### config.mk
export PLATFORM = sky130hd
export DESIGN_NAME = renode_apb3_arbiter
export DESIGN_NICKNAME = d
export VERILOG_FILES = /design/src/rtl/renode_apb3_pkg.sv /design/src/rtl/renode_rr_arbiter.sv /design/src/rtl/renode_apb3_arbiter.sv
export SDC_FILE = /design/constraint.sdc
export NUM_CORES = 1
export LEC_CHECK = 0
export CAP_MARGIN = 5
export CORE_MARGIN = 3
export CORE_UTILIZATION = 35
export DETAILED_ROUTE_END_ITERATION = 16
export PLACE_DENSITY = 0.9
export SETUP_SLACK_MARGIN = 0.5
export SYNTH_ARGS = -nofsm -noshare
export SYNTH_HDL_FRONTEND = slang
export SYNTH_SLANG_ARGS = --single-unit
### constraint.sdc
create_clock -name pclk -period 1.91 [get_ports pclk]
set_clock_uncertainty 0.15 [all_clocks]
set_input_delay 0.4775 -clock pclk [delete_from_list [all_inputs] [get_ports pclk]]
set_output_delay 0.4775 -clock pclk [all_outputs]
set_load 0.02 [all_outputs]
### src/rtl/renode_apb3_pkg.sv
// renode_apb3_pkg: shared state and grant-vector types for the APB3 arbiter
// and its round-robin picker.
package renode_apb3_pkg;
  localparam int unsigned MaxRequesters = 8;
  typedef enum logic [1:0] {IDLE, SETUP, ACCESS} arb_state_t;
  typedef logic [MaxRequesters-1:0] grant_vec_t;
endpackage

### src/rtl/renode_rr_arbiter.sv
// renode_rr_arbiter: combinational round-robin pick with a last-grant pointer
// that only advances when the owner's transfer is accepted.
module renode_rr_arbiter
  import renode_apb3_pkg::*;
#(
  parameter int unsigned NumRequesters = 2
) (
  input  logic                     clk_i,
  input  logic                     rst_ni,
  input  logic [NumRequesters-1:0] req_i,
  input  logic                     accept_i,
  input  logic [NumRequesters-1:0] accept_gnt_i,
  output logic [NumRequesters-1:0] gnt_o
);
  localparam int unsigned PtrWidth = $clog2(NumRequesters);
  logic [PtrWidth-1:0] ptr_q, ptr_d;
  grant_vec_t pick;
  // Lowest request above the pointer wins; otherwise wrap to the lowest overall.
  always_comb begin
    pick = '0;
    for (int i = int'(NumRequesters) - 1; i >= 0; i--)
      if (req_i[i]) pick = grant_vec_t'(1) << i;
    for (int i = int'(NumRequesters) - 1; i >= 0; i--)
      if (req_i[i] && i > int'(ptr_q)) pick = grant_vec_t'(1) << i;
  end
  assign gnt_o = pick[NumRequesters-1:0];
  always_comb begin
    ptr_d = ptr_q;
    for (int i = 0; i < int'(NumRequesters); i++)
      if (accept_i && accept_gnt_i[i]) ptr_d = PtrWidth'(i);
  end
  always_ff @(posedge clk_i or negedge rst_ni) begin
    if (!rst_ni) ptr_q <= PtrWidth'(NumRequesters - 1);
    else ptr_q <= ptr_d;
  end
endmodule

### src/rtl/renode_apb3_arbiter.sv
// renode_apb3_arbiter: shares one APB3 completer among several requesters,
// replaying the round-robin winner's transfer as a fresh SETUP/ACCESS pair.
module renode_apb3_arbiter
  import renode_apb3_pkg::*;
#(
  parameter int unsigned NumRequesters = 2,
  parameter int unsigned AddressWidth  = 20,
  parameter int unsigned DataWidth     = 32
) (
  input  logic                               pclk,
  input  logic                               presetn,
  input  logic [NumRequesters-1:0]           s_psel,
  input  logic [NumRequesters-1:0]           s_penable,
  input  logic [NumRequesters-1:0]           s_pwrite,
  input  logic [NumRequesters*AddressWidth-1:0] s_paddr,
  input  logic [NumRequesters*DataWidth-1:0] s_pwdata,
  output logic [NumRequesters-1:0]           s_pready,
  output logic [DataWidth-1:0]               s_prdata,
  output logic [NumRequesters-1:0]           s_pslverr,
  output logic                               m_psel,
  output logic                               m_penable,
  output logic                               m_pwrite,
  output logic [AddressWidth-1:0]            m_paddr,
  output logic [DataWidth-1:0]               m_pwdata,
  input  logic                               m_pready,
  input  logic [DataWidth-1:0]               m_prdata,
  input  logic                               m_pslverr,
  output logic [NumRequesters-1:0]           grant
);
  arb_state_t state_q, state_d;
  logic [NumRequesters-1:0] grant_q, grant_d, pick;
  logic [AddressWidth-1:0] addr_q, addr_d;
  logic [DataWidth-1:0] wdata_q, wdata_d;
  logic write_q, write_d;
  logic busy, done;
  logic unused_penable;
  assign unused_penable = |s_penable;
  assign busy = state_q != IDLE;
  assign done = state_q == ACCESS && m_pready;
  renode_rr_arbiter #(.NumRequesters(NumRequesters)) u_rr (
    .clk_i       (pclk),
    .rst_ni      (presetn),
    .req_i       (s_psel),
    .accept_i    (done),
    .accept_gnt_i(grant_q),
    .gnt_o       (pick)
  );
  always_ff @(posedge pclk or negedge presetn) begin
    if (!presetn) begin
      state_q <= IDLE;
      grant_q <= '0;
      addr_q  <= '0;
      wdata_q <= '0;
      write_q <= 1'b0;
    end else begin
      state_q <= state_d;
      grant_q <= grant_d;
      addr_q  <= addr_d;
      wdata_q <= wdata_d;
      write_q <= write_d;
    end
  end
  always_comb begin
    state_d = state_q == IDLE  ? (|s_psel ? SETUP : IDLE) :
              state_q == SETUP ? ACCESS : (m_pready ? IDLE : ACCESS);
  end
  // Winner's request is captured in IDLE so later upstream changes cannot disturb it.
  always_comb begin
    grant_d = done ? '0 : grant_q;
    addr_d  = addr_q;
    wdata_d = wdata_q;
    write_d = write_q;
    if (state_q == IDLE) begin
      grant_d = pick;
      for (int i = 0; i < int'(NumRequesters); i++)
        if (pick[i]) begin
          addr_d  = s_paddr[i*AddressWidth +: AddressWidth];
          wdata_d = s_pwdata[i*DataWidth +: DataWidth];
          write_d = s_pwrite[i];
        end
    end
  end
  always_comb begin
    m_psel    = busy;
    m_penable = state_q == ACCESS;
    m_pwrite  = busy && write_q;
    m_paddr   = busy ? addr_q : '0;
    m_pwdata  = busy ? wdata_q : '0;
    s_pready  = done ? grant_q : '0;
    s_prdata  = done ? m_prdata : '0;
    s_pslverr = done && m_pslverr ? grant_q : '0;
    grant     = grant_q;
  end
endmodule

Word level (Yosys, flattened, before mapping) --
Index checks and enable logic that the tools add are counted.
Operators by class: mux-type cells 22, eq/ne operators 2, reductions and logical operators 13, order comparisons 1
Operator list (count):
- 32-bit 2-to-1 mux | 4
- 20-bit 2-to-1 mux | 3
- 2-bit 2-to-1 mux | 10
- 2-bit nonzero test | 4
- 1-bit logical AND | 6
- 1-bit 2-to-1 mux | 5
- 2-bit by 1-bit == test with 1-bit output, second input constant | 1
- 2-bit == test, second input constant | 1
- 2-bit logical NOT | 1
- 2-bit AND reduction | 1
- 2-bit OR reduction | 1
- 1-bit > comparator, first input constant | 1
Storage, ports and cells: bits in registers 58, word-level logic and storage cells 44, output and inout bits 93

Depth between registers and ports, before layout --
depth after elaboration 5, depth in mapped cells 6

Cells and area by module --
From an unflattened synthesis, not the netlist that was laid out.
Unflattened totals: cells, all modules 295, area, all modules 3724.8 µm²
Modules (own cells, without submodules):
- renode_apb3_arbiter | instances 1, cells each 289, sequential area each 1426.4 µm², area an instance 3667.3 µm²
- renode_rr_arbiter | instances 1, cells each 6, sequential area each 26.3 µm², area an instance 57.6 µm²

Least setup slack after synthesis --
OpenSTA, ideal clock, no wires.
path type register to output, from reg state_q[1], to out m_pwdata[24], arrival 1.319 ns, stages on the path, launching flop included 7, path slack -0.036 ns, path buffers 3, cells stage by stage dfrtp_1 > nor2_1 > buf_2 > inv_1 > buf_2 > buf_2 > and2_1
On the way: cells in the longest elaborated chain, start to end 2
RTL lines:
- start, declared | RTL line renode_apb3_arbiter.sv:30 | arb_state_t state_q, state_d;
- start signal, assigned | RTL line renode_apb3_arbiter.sv:56 | state_q <= state_d;
- 2-bit nonzero test | RTL line renode_apb3_arbiter.sv:38 | assign busy = state_q != IDLE;
- net m_psel | RTL line renode_apb3_arbiter.sv:20 | output logic m_psel,
- 32-bit 2-to-1 mux | RTL line renode_apb3_arbiter.sv:88 | m_pwdata = busy ? wdata_q : '0;
- end, declared | RTL line renode_apb3_arbiter.sv:24 | output logic [DataWidth-1:0] m_pwdata,
The timed path passes the listed nets, and every way through them passes these cells.

Worst setup path in the final report --
from reg state_q[1], to out m_pwdata[13]
On the way: cells in the longest elaborated chain, start to end 2
RTL lines (RTL line):
- 2-bit nonzero test | renode_apb3_arbiter.sv:38
- 32-bit 2-to-1 mux | renode_apb3_arbiter.sv:88
No other way between the ends.

==> metrics.txt <==
YS warnings 0; pre-CTS WS -0.912 ns; outcome complete, but fails checks; via count between 4000 and 5000; failing checks setup timing; Min Hold Slack 0.00174 ns; post-synth net total 562; starting density of the core 37.0%; grt total ovfl 0; Port-buffer cells 236; antenna-violating nets left 0; clock buffer depth 2; WL/cell 25.5 um; dpl hpwl roughly 9.6 mm; WP data arrival 1.64 ns; largest net degree at the start of global routing 59; Metal-1 WL 6.76 mm; Clk network pwr share 7.9%; most common cell after layout, fill and taps aside clkdlybuf4s50_1; Slew headroom a little over two thirds; vias in the first global route just under 5000; antenna violations before repair 1; max-slew violation count 0; Worst R2R Start state_q[1]; fin crit share 119%; achievable clock frequency 0.441 GHz; register area share after synthesis 43.8%; routed wl met2 9.96 mm; top routing layer in use met4; Max IR drop VDD 0.000949 V; CP startpoint kind register; die area 0.0107 mm2; aggregate global-route resource usage about a third; Power Dens Cells roughly 1800 mW/mm2; WP data required ~1.3 ns; TritonCTS sink count 58; Int Power a little under 8 mW; total CTS buffers 9; final setup TNS -24.53 ns; met3 routed WL 2.66 mm; Final GP Congestion 0.834; drt drc 0; DIE HEIGHT around 100 um; Layout Utilization between 80% and 90%; P_sw 5.88 mW; HP Class in -> async; vias per cell 5.81; drt first pass iters 7; setup ws final -0.358 ns; H-tree levels 3; final wirelength 21.1 mm; area grow syn2layout 129%; first-pass GRT wire length 27.6 mm; Seq pwr share 17.4%; cts hold-fix bufs 0; combinational power share 74.7%; Synth Instances ~420; Post-layout nets 842; Clock Pin Slew Worst Setup and Hold Paths roughly 0.070 ns; final setup violation count 90; Worst Path Max Fanout 5; sw frac 43.1%; Tightest Pin Transition 0.444 ns; DR iter-0 viols 308; Core ar. 0.00898 mm2; Tmin final 2.27 ns; Worst Setup End Kind output port; clock root buffer master clkbuf_8; Die X-Extent about 100 um; RSZ-0062 raised after global routing yes; # rows 34; CTS tree built; Syn Area/Cell 7.98 um2; Final Hold Fails 0; Max-Cap Viols 0; Seq cells post-synth 58; crit path kind reg -> out; LEAKAGE 3.33 nW; Skew-Pair Late Insertion Delay 0.33 ns; Mapped Area between 0.003 and 0.004 mm2; CP Launch Point state_q[1]; post-synth cell types 23; commonest non-fill, non-tap cells in the layout clkdlybuf4s50_1 (139), nand2_1 (93), and2_4 (88); share of cells above drive strength 1 approximately 49%; io pins 239
## critical path: stages, from the launching register on
cell	delay, ns
dfrtp_2	0.45
nor2_4	0.18
inv_6	0.10
bufbuf_16	0.28
and2_4	0.15
buf_4	0.15
## final timing paths
| check | to | slack [ns] | depth (start not counted) |
|---|---|---|---|
| max in group asynchronous | u_rr.ptr_q | 1.32 | 2 |
| max | m_pwdata[13] | -0.36 | 5 |
| min in group pclk | state_q[1] | 0.40 | 2 |
| max reg2reg | wdata_q[27] | 0.01 | 8 |
| min reg2reg | addr_q[14] | 0.41 | 2 |
| min | addr_q[10] | 0.002 | 2 |
## flip-flops by register name, indices dropped and copies added (netlist names)
name        count
addr_q         20
u_rr.ptr_q      1
wdata_q        32
write_q         1
state_q         2
grant           2
## synth_stat cells, drive strengths merged
| cell | n | area [um2] |
|---|---|---|
| a21bo | 1 | 10.0 |
| a21boi | 1 | 11.3 |
| a21o | 1 | 7.51 |
| a21oi | 54 | 270 |
| a31oi | 53 | 332 |
| and2 | 87 | 547 |
| and3 | 2 | 12.5 |
| and3b | 1 | 8.76 |
| buf | 13 | 113 |
| clkbuf | 27 | 101 |
| dfrtp | 57 | 1430 |
| dfstp | 1 | 26.3 |
| inv | 3 | 11.3 |
| nand2 | 109 | 409 |
| nor2 | 1 | 3.75 |
| nor2b | 1 | 6.26 |
| o21ai | 1 | 5.00 |
| o22ai | 2 | 12.5 |
| or2 | 1 | 6.26 |
## what timing repair did
action,4_1_cts,5_1_grt
setup buffers,23,5
pin swaps,61,8
setup endpoints to repair,151,150
resized for setup,622,14
gates cloned,27,1
## power groups by stage
| stage | Sequential [mW] | Combinational (mW) | Clock, mW |
|---|---|---|---|
| finish | 2.38 | 10.2 | 1.08 |
| global route | 2.41 | 10.5 | 1.14 |
| CTS | 2.30 | 9.44 | 1.07 |
| detailed placement | 2.26 | 6.90 | 0 |
| global placement | 2.21 | 6.77 | 0 |
| floorplan | 2.16 | 4.32 | 0 |
## through the flow
| step | area (um2) | power, mW | cells |
|---|---|---|---|
| floorplan | 3630 | 6.47 | 416 |
| global placement | 6090 | 8.98 | 755 |
| detailed placement | 6090 | 9.17 | 755 |
| CTS | 7460 | 12.8 | 821 |
| global route | 7600 | 14.0 | 828 |
| finish | 7600 | 13.6 | 828 |
## layout make-up
class	count	area (um2)
Timing Repair Buffer	302	3510
Multi-Input combinational cell	322	2270
Sequential cell	58	1460
Fill cell	434	1380
Clock buffer	14	173
Tap cell	126	158
Inverter	3	18.8
Clock inverter	2	10.0
Antenna cell	1	2.50
## layer usage
layer / vias up / global-route usage, %
met4: 0 / 26.0
met1: 2249 / 37.0
li1: 1970 / -
met3: 152 / 10.6
met2: 440 / 59.1
met5: - / 0
## kinds of logic (layout without fill, tap and decap cells)
logic type / count (synthesis) / after routing / synth area share (%)
buffers and inverters: 43 / 321 / 6.78
AO/OA/AOI/OAI: 113 / 113 / 19.5
flip-flops: 58 / 58 / 43.8
AND/OR/NAND/NOR: 202 / 209 / 29.9
other: 0 / 1 / 0
Power figures use the tool's default switching activity.
